File: src/rtl/stack_arbiter_pkg.sv
// Shared constants for the two-requester stack arbiter: stack pointer
// control codes and controller state encodings.
package stack_arbiter_pkg;

    typedef enum logic [1:0] {
        SP_DEF  = 2'd0,
        SP_PUSH = 2'd1,
        SP_POP  = 2'd2
    } sp_ctrl_e;

    typedef enum logic [2:0] {
        IDLE    = 3'd0,
        PUSH_SP = 3'd1,
        PUSH_WR = 3'd2,
        POP_RD  = 3'd3,
        POP_SP  = 3'd4,
        RESP    = 3'd5
    } state_e;

    localparam logic OP_POP  = 1'b0;
    localparam logic OP_PUSH = 1'b1;

endpackage

File: src/rtl/stack_arbiter_rr.sv
// Two-way round-robin grant: a lone requester wins, a tie goes to the
// requester that was not granted last.
module rr_arbiter2 (
    input  logic [1:0] req,
    input  logic       last,
    output logic [1:0] grant
);

    always_comb begin
        grant = req;
        if (req == 2'b11) begin
            grant = last ? 2'b01 : 2'b10;
        end
    end

endmodule

File: src/rtl/stack_arbiter.sv
// Arbitrates push/pop requests from two requesters onto a single stack
// made of an external stack pointer block and a data memory.
module stack_arbiter
    import stack_arbiter_pkg::*;
#(
    parameter int DATA_W = 32
) (
    input  logic              clock,
    input  logic              reset,
    input  logic              req0_valid,
    input  logic              req0_op,
    input  logic [DATA_W-1:0] req0_wdata,
    output logic              req0_ready,
    input  logic              req1_valid,
    input  logic              req1_op,
    input  logic [DATA_W-1:0] req1_wdata,
    output logic              req1_ready,
    output logic              resp0_valid,
    output logic [DATA_W-1:0] resp0_rdata,
    output logic              resp0_err,
    output logic              resp1_valid,
    output logic [DATA_W-1:0] resp1_rdata,
    output logic              resp1_err,
    input  logic [DATA_W-1:0] sp,
    input  logic              sp_empty,
    input  logic              sp_full,
    output logic [1:0]        sp_ctrl,
    output logic [DATA_W-1:0] mem_addr,
    output logic [DATA_W-1:0] mem_wdata,
    output logic              mem_wr,
    output logic              mem_rd,
    input  logic [DATA_W-1:0] mem_rdata
);

    state_e            state, next_state;
    logic [1:0]        grant;
    logic              last_q, owner_q, op_q, err_q;
    logic [DATA_W-1:0] wdata_q, rdata_q;
    logic              accept, acc_owner, acc_op, acc_err, resp_fire;
    logic [DATA_W-1:0] acc_wdata, resp_data;

    rr_arbiter2 u_arb (
        .req   ({req1_valid, req0_valid}),
        .last  (last_q),
        .grant (grant)
    );

    // Ready implies valid because the arbiter only grants valid requesters.
    assign req0_ready = (state == IDLE) && !reset && grant[0];
    assign req1_ready = (state == IDLE) && !reset && grant[1];
    assign accept     = req0_ready | req1_ready;
    assign acc_owner  = req1_ready;
    assign acc_op     = acc_owner ? req1_op : req0_op;
    assign acc_wdata  = acc_owner ? req1_wdata : req0_wdata;
    assign acc_err    = (acc_op == OP_PUSH) ? sp_full : sp_empty;

    always_ff @(posedge clock) begin
        if (reset) begin
            state <= IDLE;
        end else begin
            state <= next_state;
        end
    end

    always_ff @(posedge clock) begin
        if (reset) begin
            last_q  <= 1'b1;
            owner_q <= 1'b0;
            op_q    <= OP_POP;
            err_q   <= 1'b0;
        end else if (accept) begin
            last_q  <= acc_owner;
            owner_q <= acc_owner;
            op_q    <= acc_op;
            err_q   <= acc_err;
        end
    end

    always_ff @(posedge clock) begin
        if (accept) begin
            wdata_q <= acc_wdata;
        end
        if (state == POP_SP) begin
            rdata_q <= mem_rdata;
        end
    end

    always_comb begin
        next_state = state;
        sp_ctrl    = SP_DEF;
        mem_wr     = 1'b0;
        mem_rd     = 1'b0;
        mem_addr   = '0;
        mem_wdata  = '0;
        resp_fire  = 1'b0;
        case (state)
            IDLE: begin
                if (accept) begin
                    if (acc_err) begin
                        next_state = RESP;
                    end else if (acc_op == OP_PUSH) begin
                        next_state = PUSH_SP;
                    end else begin
                        next_state = POP_RD;
                    end
                end
            end
            PUSH_SP: begin
                sp_ctrl    = SP_PUSH;
                next_state = PUSH_WR;
            end
            PUSH_WR: begin
                mem_wr     = 1'b1;
                mem_addr   = sp;
                mem_wdata  = wdata_q;
                next_state = RESP;
            end
            POP_RD: begin
                mem_rd     = 1'b1;
                mem_addr   = sp;
                next_state = POP_SP;
            end
            POP_SP: begin
                sp_ctrl    = SP_POP;
                next_state = RESP;
            end
            RESP: begin
                resp_fire  = 1'b1;
                next_state = IDLE;
            end
            default: next_state = IDLE;
        endcase
    end

    // Only a successful pop returns data; pushes and errors return zero.
    assign resp_data   = (op_q == OP_POP && !err_q) ? rdata_q : '0;
    assign resp0_valid = resp_fire && !owner_q;
    assign resp1_valid = resp_fire && owner_q;
    assign resp0_rdata = resp0_valid ? resp_data : '0;
    assign resp1_rdata = resp1_valid ? resp_data : '0;
    assign resp0_err   = resp0_valid && err_q;
    assign resp1_err   = resp1_valid && err_q;

endmodule
File: config.mk
export PLATFORM = sky130hd
export DESIGN_NAME = stack_arbiter
export DESIGN_NICKNAME = d
export VERILOG_FILES = /design/src/rtl/stack_arbiter_pkg.sv /design/src/rtl/stack_arbiter_rr.sv /design/src/rtl/stack_arbiter.sv
export SDC_FILE = /design/constraint.sdc
export NUM_CORES = 1
export LEC_CHECK = 0
export CAP_MARGIN = 20
export CORE_MARGIN = 4
export CORE_UTILIZATION = 29
export CTS_CLUSTER_DIAMETER = 150
export DETAILED_ROUTE_END_ITERATION = 6
export GPL_ROUTABILITY_DRIVEN = 0
export PLACE_DENSITY = 0.72
export REMOVE_ABC_BUFFERS = 1
export SLEW_MARGIN = 15
export SYNTH_ARGS = -nofsm -noshare
export SYNTH_HDL_FRONTEND = slang
export SYNTH_SLANG_ARGS = --single-unit
File: constraint.sdc
create_clock -name clock -period 2.3 [get_ports clock]
set_input_delay 0.46 -clock clock [delete_from_list [all_inputs] [get_ports clock]]
set_output_delay 0.46 -clock clock [all_outputs]
set_load 0.005 [all_outputs]
-- Word-level counts from Yosys, hierarchy flattened
Cells that the tools add are included.
W data, S select, Z words.
- input bits: 136
- register bits: 71
- output and inout bits: 138
- word-level logic and storage cells: 48
- bitwise gates (word level): 2
- reduce and logical (&&, ||, !) cells: 14
- equal/unequal tests: 7
- muxes and demuxes: 18
- operators by type and width (cell ; number):
    $mux W32 ; 6
    $pmux W3 S4 ; 1
    $logic_and A1 B1 Y1 ; 8
    $eq A3 B2 Y1 const B ; 2
    $eq A3 B3 Y1 const B ; 2
    $mux W2 ; 3
    $mux W3 ; 2
    $mux W1 ; 5
    $pmux W2 S2 ; 1
    $reduce_or A2 Y1 ; 2
    $eq A3 B1 Y1 const B ; 1
    $logic_not A1 Y1 ; 3
    $logic_not A3 Y1 ; 1
    $eq A2 B2 Y1 const B ; 1
    $ne A2 B2 Y1 const B ; 1
    $not A1 Y1 ; 1
    $or A1 B1 Y1 ; 1

-- Depth between registers and ports, before layout
Gate-level depths: netlist of run 1.
- depth after elaboration: 8
- depth in mapped cells: 6
- gate-level depth less buffers: 4

-- Modules after synthesis
From an unflattened synthesis of run 1, not the netlist that was laid out.
- cells, all modules: 304
- area, all modules: 3816.2 µm²
- by module, submodules not included (module ; instances ; area an instance (µm²) ; sequential area each (µm²) ; cells each):
    stack_arbiter ; 1 ; 3797.4 ; 2062.0 ; 301
    rr_arbiter2 ; 1 ; 18.8 ; 0.0 ; 3

-- Worst setup path after synthesis of run 1
No wires, ideal clock.
- path type: register -> register
- start: reg state[2]
- end: reg rdata_q[0], enable pin
- path buffers: 1
- stages on the path, launching flop included: 4
- setup time: 0.425 ns
- period minus slack after synthesis: 2.535 ns
- slack: -0.235 ns
- data required time: 1.875 ns
- arrival time: 2.110 ns
- cell sequence: dfxtp_1 buf_6 nor2b_1 nor2b_1
- longest elaborated chain between the ends: 1
- ends and longest elaborated chain (item ; RTL line ; RTL):
    from (decl) ; stack_arbiter.sv:35 ; state_e state, next_state;
    from (signal assigned) ; stack_arbiter.sv:61 ; state <= next_state;
    $eq A3 B3 Y1 ; stack_arbiter.sv:83 ; if (state == POP_SP) begin
    to (signal assigned) ; stack_arbiter.sv:84 ; rdata_q <= mem_rdata;
    to (decl) ; stack_arbiter.sv:38 ; logic [DATA_W-1:0] wdata_q, rdata_q;
Every way passes these cells.
A chain may end at the register's enable or synchronous reset.

-- Worst setup path after layout of run 1
- start: reg state[2]
- end: out resp0_rdata[10]
- longest elaborated chain between the ends: 4
- ends and longest elaborated chain (item ; RTL line ; RTL):
    $eq A3 B3 Y1 ; stack_arbiter.sv:96 ; case (state)
    $mux W1 ; stack_arbiter.sv:96 ;
    $logic_and A1 B1 Y1 ; stack_arbiter.sv:137 ; assign resp0_valid = resp_fire && !owner_q;
    $mux W32 ; stack_arbiter.sv:139 ; assign resp0_rdata = resp0_valid ? resp_data : '0;
    to (decl) ; stack_arbiter.sv:19 ; output logic [DATA_W-1:0] resp0_rdata,
Every way passes these cells.

==> impl_metrics.env, run 1 <==
export IMPL_r2r_slack_ns=0.29
export IMPL_outcome="finished, violations left"
export IMPL_min_period_ns=2.38
export IMPL_hold_buffers=0
export IMPL_wl_per_cell_um=17.5
export IMPL_layout_commonest_cell="clkdlybuf4s50_1"
export IMPL_nNetsFinal=752
export IMPL_min_path_type="reg -> reg"
export IMPL_routed_wl_mm=13.9
export IMPL_critical_path_class="reg -> out"
export IMPL_nFillCells=1023
export IMPL_finalCoreUtilization=0.607
export IMPL_setup_tns_ns=-0.152
export IMPL_wl_met1_mm=5.25
export IMPL_p_leak_nw=5.13
export IMPL_critPathRequiredTime_ns=1.84
export IMPL_grt_pass1_vias=3410
export IMPL_drive_gt1_frac=0.192
export IMPL_fp_dieW_um=123
export IMPL_first_pass_iters=4
export IMPL_violations="negative setup slack"
export IMPL_synth_area_sq_um=3810
export IMPL_ir_drop_v=0.000346
export IMPL_cts_max_level=3
export IMPL_ys_types=36
export IMPL_numCtsBuffers=9
export IMPL_syn_avg_cell_area_sq_um=12.3
export IMPL_synth_edf_count=64
export IMPL_grt_pass1_wl_mm=18.0
export IMPL_dp_cells=749
export IMPL_crit_reg2reg_launch="state[1]$_SDFFE_PP0P_"
export IMPL_core_area_sq_um=12700
export IMPL_insertion_delay_ns=0.32
export IMPL_yosys_register_bits=71
export IMPL_final_cell_mix="clkdlybuf4s50_1, dlymetal6s2s_1, and2_1"
export IMPL_grt_usage=0.154
export IMPL_tightest_slew_ns=0.454
export IMPL_finalSetupViolCount=2
export IMPL_yosys_warnings=0
export IMPL_antenna_cells=0
export IMPL_drt_iter0_markers=142
export IMPL_cpMaxStageDelayCell="clkdlybuf4s50_1"
export IMPL_instances_no_fill=793
export IMPL_ant_nets=0
export IMPL_r2r_end="wdata_q[6]$_DFFE_PP_"
export IMPL_top_layer="met4"
export IMPL_setup_ws_ns=-0.0804
export IMPL_cts_root_buf="clkbuf_16"
export IMPL_final_hold_viol_count=0
export IMPL_startpoint_type="register"
export IMPL_drv_slew=0
export IMPL_syn2layout_area_growth_pct=103
export IMPL_rsz0062_at_grt="yes"
export IMPL_ys_seq_area_frac=0.541
export IMPL_pwr_density_cell_nw_per_um2=512
export IMPL_path_depth=6
export IMPL_cap_viol_max_count=0
export IMPL_ys_top_cells_by_area="edfxtp_1, and2_1, and3_1"
export IMPL_hpwl_mm=9.95
export IMPL_fin_hold_ws_ns=0.519
export IMPL_synth_top_area_cell="edfxtp_1"
export IMPL_die_area_sq_um=15000
export IMPL_cp_arrival_ns=1.92
export IMPL_synthFlopType="edfxtp_1"
export IMPL_fin_worst_skew_ns=0.00688
export IMPL_cts_tree="built"
export IMPL_port_buffers=273
export IMPL_worst_path_max_fanout=34
export IMPL_drc_errors=0
export IMPL_max_clock_path_buffers=2
export IMPL_cpLargestDelayFamily="buffers and inverters"
export IMPL_grt_max_degree=65
export IMPL_antenna_found_initial=0
export IMPL_critPathBufInv=2
export IMPL_fp_row_count=41
export IMPL_reg2reg_depth=8
export IMPL_synth_async_reset_ratio=0
export IMPL_wl_met3_mm=1.32
export IMPL_max_slew_margin_rel=0.689
export IMPL_boundaryPins=274
export IMPL_dr_wl_met2_mm=7.20
export IMPL_finalCritPeriodShare=1.03
export IMPL_path_cells="nor2b_4, nand2_1, nor2_2, buf_12, and3_1, clkdlybuf4s50_1"
export IMPL_die_h_um=123
export IMPL_syn_inst=310
export IMPL_crit_path_max_incr_delay_ns=0.51
export IMPL_clk_pin_slew_ns=0.06
export IMPL_timing_fmax_mhz=420
export IMPL_endpoint="resp0_rdata[10]"
export IMPL_vias=3648
export IMPL_clock_sinks=71
export IMPL_crit_start="state[2]$_SDFFE_PP0P_"
export IMPL_grt_overflow=0
export IMPL_vias_per_cell=4.60
export IMPL_end_kind="output pin"
export IMPL_synth_top_area_share=0.504
export IMPL_start_util=0.300
where the power goes:
group	switching, mW	internal, mW
Clock	0.494	0.725
Combinational	0.423	0.682
Sequential	0.0609	1.57
cell usage after synthesis, types with 3 or more instances:
library cell,n
and3_1,67
mux2_2,5
clkbuf_1,18
buf_6,4
edfxtp_1,64
nand2_1,3
nor2b_1,5
nor2_1,6
mux2_4,27
nand2b_1,3
dfxtp_1,7
and2_1,67
buf_2,4
sequential cells by signal, indices dropped and copies added, names as in the netlist:
| register | cells |
|---|---|
| rdata_q | 32 |
| owner_q | 1 |
| last_q | 1 |
| wdata_q | 32 |
| err_q | 1 |
| op_q | 1 |
| state | 3 |
timing repair:
item                       CTS  global route
cloned                       0             8
setup buffers                0            20
setup endpoints to repair  136           118
pin swaps                    1             1
gates resized for setup     30           135
worst reg2reg max path, stage by stage, from the launching register on:
cell     delay [ns]
dfxtp_4        0.36
buf_6          0.11
buf_4          0.15
nor4_4         0.23
buf_4          0.17
nand2_4        0.05
buf_4          0.21
buf_12         0.19
mux2_4         0.30
final cells by class:
type	count	area, sq um	share of cell area
inverter	1	3.75	0.000486
clock buffer	12	236	0.0306
timing repair buffer	321	3510	0.454
sequential	71	2070	0.268
multi-input combinational	212	1670	0.216
tap	172	215	0.0279
clock inverter	4	22.5	0.00291
per-layer routing:
layer,up-vias,global-route usage
met5,-,0
met4,0,0.0350
met3,12,0.0604
met2,177,0.276
met1,1725,0.173
li1,1734,-
stage by stage:
stage / area, sq um / setup slack [ns] / power [mW]
6_report: 7730 / -0.0804 / 3.96
5_1_grt: 7730 / -0.193 / 4.15
4_1_cts: 7150 / -0.125 / 3.91
3_5_place_dp: 6870 / -0.0372 / 2.67
3_3_place_gp: 6870 / -0.0460 / 2.64
2_1_floorplan: 3680 / -0.309 / 2.01
how the worst min path moves through the flow:
stage	end	startpoint	cells after the start	slack (ns)
floorplan	owner_q$_SDFFE_PP0P_	owner_q$_SDFFE_PP0P_	2	0.46
global placement	op_q$_SDFFE_PP0P_	op_q$_SDFFE_PP0P_	2	0.51
detailed placement	op_q$_SDFFE_PP0P_	op_q$_SDFFE_PP0P_	2	0.51
CTS	op_q$_SDFFE_PP0P_	op_q$_SDFFE_PP0P_	2	0.52
global route	owner_q$_SDFFE_PP0P_	owner_q$_SDFFE_PP0P_	2	0.57
finish	op_q$_SDFFE_PP0P_	op_q$_SDFFE_PP0P_	2	0.52
logic make-up after synthesis:
kind of cell    share of synthesized area
buf+inv                            0.0358
simple gates                        0.274
mux                                 0.121
compound gates                     0.0282
flops                               0.541
No activity file was read; power rests on OpenSTA's default activity.
==> run 2: changes to the inputs <==
--- a/config.mk
+++ b/config.mk
@@ -12,7 +12,6 @@
 export DETAILED_ROUTE_END_ITERATION = 6
 export GPL_ROUTABILITY_DRIVEN = 0
 export PLACE_DENSITY = 0.72
-export REMOVE_ABC_BUFFERS = 1
 export SLEW_MARGIN = 15
 export SYNTH_ARGS = -nofsm -noshare
 export SYNTH_HDL_FRONTEND = slang
==> impl_metrics.env, run 2 (synthesized netlist as in run 1, its figures left out) <==
export IMPL_cts_root_buf="clkbuf_16"
export IMPL_start_util=0.300
export IMPL_seq_area_sq_um=2060
export IMPL_p_leak_nw=4.15
export IMPL_clk_pin_slew_ns=0.06
export IMPL_fp_row_count=41
export IMPL_nFillCells=1106
export IMPL_layout_commonest_cell="clkdlybuf4s50_1"
export IMPL_ir_drop_v=0.000373
export IMPL_end_kind="output pin"
export IMPL_cap_viol_max_count=0
export IMPL_core_area_sq_um=12700
export IMPL_critical_path_class="reg -> out"
export IMPL_numCtsBuffers=9
export IMPL_max_slew_margin_rel=0.596
export IMPL_worst_path_max_fanout=7
export IMPL_grt_pass1_vias=3356
export IMPL_final_cell_mix="clkdlybuf4s50_1, dlygate4sd2_1, and2_1"
export IMPL_grt_pass1_wl_mm=18.0
export IMPL_min_path_type="reg -> reg"
export IMPL_startpoint_type="register"
export IMPL_postLayoutCellArea_sq_um=7400
export IMPL_antenna_cells=0
export IMPL_instances_no_fill=779
export IMPL_finalCoreUtilization=0.582
export IMPL_vias=3528
export IMPL_boundaryPins=274
export IMPL_vias_per_cell=4.53
export IMPL_place_area_sq_um=6850
export IMPL_drt_iter0_markers=120
export IMPL_rsz0062_at_grt="yes"
export IMPL_critPathRequiredTime_ns=1.84
export IMPL_die_h_um=123
export IMPL_clock_sinks=71
export IMPL_port_buffers=273
export IMPL_place_worst_setup_slack_ns=-0.115
export IMPL_reg_top3="rdata_q: 32 flops, wdata_q: 32 flops, state: 3 flops"
export IMPL_setup_ws_ns=0.0389
export IMPL_first_pass_iters=4
export IMPL_max_clock_path_buffers=2
export IMPL_dp_cells=748
export IMPL_insertion_delay_ns=0.32
export IMPL_wl_per_cell_um=16.6
export IMPL_timing_fmax_mhz=442
export IMPL_drv_slew=0
export IMPL_tightest_slew_ns=0.590
export IMPL_grt_overflow=0
export IMPL_finalCritPeriodShare=0.983
export IMPL_final_hold_viol_count=0
export IMPL_setup_tns_ns=0
export IMPL_die_area_sq_um=15000
export IMPL_hpwl_mm=9.93
export IMPL_drive_gt1_frac=0.160
export IMPL_fp_dieW_um=123
export IMPL_drc_errors=0
export IMPL_cts_max_level=3
export IMPL_routed_wl_mm=12.9
export IMPL_syn2layout_area_growth_pct=94.2
export IMPL_fin_hold_ws_ns=0.529
export IMPL_power_total_mw=4.22
export IMPL_ant_nets=0
export IMPL_cp_arrival_ns=1.80
export IMPL_outcome="finished clean"
export IMPL_pwr_density_cell_nw_per_um2=570
export IMPL_cts_tree="built"
export IMPL_antenna_found_initial=1
export IMPL_nNetsFinal=738
export IMPL_synth_nets=446
export IMPL_grt_max_degree=65
export IMPL_grt_usage=0.158
export IMPL_finalSetupViolCount=0
export IMPL_min_period_ns=2.26
export IMPL_hold_buffers=0
export IMPL_multi_input_area_sq_um=1660
export IMPL_fin_worst_skew_ns=0.00691
==> run 2: cell types whose count changed in the layout (fill, tap and decap cells not counted), moves of 3 or more <==
cell | before | now
buf_4 | 31 | 19
bufinv_16 | 0 | 3
clkbuf_1 | 3 | 0
clkbuf_16 | 15 | 11
clkbuf_2 | 9 | 1
dlygate4sd2_1 | 14 | 94
dlymetal6s2s_1 | 107 | 37
==> run 2: power by group <==
group	total (mW)	internal [mW]	switching (mW)
clock	1.56	1.05	0.505
combinational	1.03	0.625	0.408
sequential	1.63	1.57	0.0533
total	4.22	3.25	0.966
==> run 2: routing by layer <==
layer / up-vias / track usage / share of wire
li1: 1701 / - / -
met1: 1617 / 0.176 / 0.39
met2: 191 / 0.268 / 0.48
met3: 17 / 0.0654 / 0.11
met4: 2 / 0.0623 / 0.020
met5: - / 0 / 0.00093
==> run 2: worst paths after layout <==
path	from	slack, ns	cells after the start	end
max	state[1]$_SDFFE_PP0P_	0.04	4	req0_ready
max reg2reg	state[1]$_SDFFE_PP0P_	0.44	7	wdata_q[24]$_DFFE_PP_
min	op_q$_SDFFE_PP0P_	0.53	2	op_q$_SDFFE_PP0P_
min reg2reg	op_q$_SDFFE_PP0P_	0.53	2	op_q$_SDFFE_PP0P_
==> run 2: cell type report <==
class                   instances  area share
clock buffers                   9      0.0304
clock inverters                 7      0.0150
inverters                       1    0.000507
multi-input cells             212       0.225
flip-flops and latches         71       0.279
well taps                     172      0.0291
repair buffers                307       0.421
==> run 2: worst max-delay path: stages, from the launching register on <==
cell and delay [ns]:
dfxtp_2 0.33, buf_6 0.13, nor4_4 0.28, and3_1 0.21
clkdlybuf4s50_1 0.52
==> run 2: timing repair <==
item | 4_1_cts | 5_1_grt
gates resized for setup | 111 | 52
buffers inserted | 4 | 7
pin swaps | 0 | 3
endpoints found under the setup margin | 134 | 41
cloned | 1 | 3
==> run 3: changes to the inputs <==
--- a/config.mk
+++ b/config.mk
@@ -5,6 +5,7 @@
 export SDC_FILE = /design/constraint.sdc
 export NUM_CORES = 1
 export LEC_CHECK = 0
+export ABC_CLOCK_PERIOD_IN_PS = 2300
 export CAP_MARGIN = 20
 export CORE_MARGIN = 4
 export CORE_UTILIZATION = 29
@@ -15,4 +16,5 @@
 export SLEW_MARGIN = 15
 export SYNTH_ARGS = -nofsm -noshare
 export SYNTH_HDL_FRONTEND = slang
+export SYNTH_HIERARCHICAL = 1
 export SYNTH_SLANG_ARGS = --single-unit
==> impl_metrics.env, run 3 <==
export IMPL_fin_worst_skew_ns=0.00672
export IMPL_insertion_delay_ns=0.32
export IMPL_crit_reg2reg_launch="state[1]$_SDFFE_PP0P_"
export IMPL_power_frac_comb=0.253
export IMPL_core_area_sq_um=12800
export IMPL_drt_iter0_markers=114
export IMPL_critical_path_class="in -> out"
export IMPL_reg2reg_depth=6
export IMPL_end_kind="output pin"
export IMPL_synth_top_area_cell="edfxtp_1"
export IMPL_synth_edf_count=64
export IMPL_grt_pass1_wl_mm=18.8
export IMPL_clk_pin_slew_ns=0.05
export IMPL_min_to="op_q$_SDFFE_PP0P_"
export IMPL_clock_sinks=71
export IMPL_wl_per_cell_um=16.8
export IMPL_min_path_type="reg -> reg"
export IMPL_r2r_end="wdata_q[0]$_DFFE_PP_"
export IMPL_power_total_mw=3.79
export IMPL_synthFlopType="edfxtp_1"
export IMPL_finalCoreUtilization=0.566
export IMPL_yosys_cell_count_top_type="and2_1"
export IMPL_grt_max_degree=65
export IMPL_grt_usage=0.163
export IMPL_setup_ws_ns=0.0535
export IMPL_antenna_found_initial=0
export IMPL_min_from="op_q$_SDFFE_PP0P_"
export IMPL_internal_power_mw=2.87
export IMPL_synthTopCellsByCount="and2_1, and3_1, edfxtp_1"
export IMPL_ant_nets=0
export IMPL_hold_buffers=0
export IMPL_outcome="finished clean"
export IMPL_nNetsFinal=734
export IMPL_cap_viol_max_count=0
export IMPL_final_cell_mix="clkdlybuf4s50_1, dlygate4sd2_1, and2_1"
export IMPL_port_buffers=273
export IMPL_tightest_slew_ns=0.404
export IMPL_p_sw_frac=0.242
export IMPL_crit_start="req1_valid"
export IMPL_ys_seq_area_frac=0.540
export IMPL_synth_area_sq_um=3820
export IMPL_numCtsBuffers=9
export IMPL_critPathRequiredTime_ns=1.84
export IMPL_setup_tns_ns=0
export IMPL_finalSetupViolCount=0
export IMPL_yosys_register_bits=71
export IMPL_cts_tree="built"
export IMPL_synth_top_area_share=0.504
export IMPL_layout_commonest_cell="clkdlybuf4s50_1"
export IMPL_max_clock_path_buffers=2
export IMPL_vias_per_cell=4.51
export IMPL_rsz0062_at_grt="no"
export IMPL_whs_path_depth=2
export IMPL_syn_avg_cell_area_sq_um=12.6
export IMPL_antenna_cells=0
export IMPL_fp_dieW_um=123
export IMPL_first_pass_iters=4
export IMPL_worst_path_max_fanout=2
export IMPL_cts_max_level=3
export IMPL_syn2layout_area_growth_pct=89.3
export IMPL_grt_overflow=0
export IMPL_place_worst_setup_slack_ns=-0.498
export IMPL_ys_top_cells_by_area="edfxtp_1, and2_1, mux2_4"
export IMPL_p_switching_mw=0.917
export IMPL_yosys_warnings=6
export IMPL_boundaryPins=274
export IMPL_grt_pass1_vias=3573
export IMPL_cp_arrival_ns=1.79
export IMPL_r2r_slack_ns=0.21
export IMPL_drive_gt1_frac=0.169
export IMPL_startpoint_type="input pin"
export IMPL_cts_root_buf="clkbuf_16"
export IMPL_min_period_ns=2.25
export IMPL_vias=3494
export IMPL_synth_nets=440
export IMPL_p_seq_frac=0.426
export IMPL_final_hold_viol_count=0
export IMPL_routed_wl_mm=13.1
export IMPL_ys_types=38
export IMPL_nFillCells=1104
export IMPL_p_leak_nw=3.66
export IMPL_fin_hold_ws_ns=0.532
export IMPL_finalCritPeriodShare=0.977
export IMPL_drc_errors=0
export IMPL_syn_inst=304
export IMPL_pwr_density_cell_nw_per_um2=524
export IMPL_start_util=0.299
export IMPL_drv_slew=0
export IMPL_die_h_um=123
export IMPL_ir_drop_v=0.000315
export IMPL_hpwl_mm=9.93
export IMPL_clkPwrFrac=0.321
export IMPL_timing_fmax_mhz=445
export IMPL_die_area_sq_um=15100
export IMPL_reg_top3="rdata_q: 32 flops, wdata_q: 32 flops, state: 3 flops"
export IMPL_max_slew_margin_rel=0.730
export IMPL_fp_row_count=41
export IMPL_synth_async_reset_ratio=0
==> run 3: cell families (layout without fill, tap and decap cells) <==
kind of cell,Yosys count,count (layout),synth area share
simple gates,154,157,0.257
flops,71,71,0.540
mux,34,34,0.127
buf+inv,31,327,0.0482
compound gates,14,14,0.0272
==> run 3: area by class of cell <==
type | instances | area [sq um] | share of cell area
Timing Repair Buffer | 307 | 2990 | 0.414
Sequential cell | 71 | 2070 | 0.287
Multi-Input combinational cell | 205 | 1670 | 0.231
Clock buffer | 13 | 240 | 0.0333
Tap cell | 172 | 215 | 0.0298
Clock inverter | 3 | 20.0 | 0.00277
Inverter | 4 | 15.0 | 0.00208
==> run 3: power groups by stage <==
stage	clock (mW)	sequential, mW	combinational [mW]
finish	1.22	1.61	0.958
global route	1.31	1.62	1.04
CTS	1.26	1.61	0.922
detailed placement	0	1.64	0.944
global placement	0	1.63	0.923
floorplan	0	1.61	0.388
==> run 3: worst max path at each step <==
stage                            to  slack, ns  cells past startpoint
5_1_grt                mem_addr[17]     0.0005                      4
4_1_cts             resp0_rdata[21]       -0.1                      5
3_5_place_dp             req1_ready      -0.50                      5
2_1_floorplan  rdata_q[0]$_DFFE_PP_       0.05                      2
3_3_place_gp             req1_ready      -0.45                      5
6_report                 req1_ready       0.05                      5
==> run 3: metrics by stage <==
step	instance area [sq um]	cells
after floorplan	3840	304
after global routing	7220	775
final	7220	775
after detailed placement	6870	743
after global placement	6870	743
after CTS	7080	764
==> run 3: repair_timing <==
action                                 CTS  global route
gates cloned                             2             3
endpoints found under the hold margin    0             0
pin swaps                                3             1
setup buffers                            3             8
gates resized for setup                144            13
setup endpoints to repair              169            10
==> run 3: worst max-delay path, cell delays in order <==
cell	delay [ns]
dlygate4sd2_1	0.24
a21boi_2	0.20
or4b_4	0.52
nor2_8	0.14
clkdlybuf4s15_2	0.21
==> run 3: metal layers <==
layer	wire, um	up-vias	GRT usage
met5	0	-	0
met4	104	0	0.0602
met3	1520	7	0.0696
met2	6660	176	0.286
met1	4770	1629	0.174
li1	-	1682	-
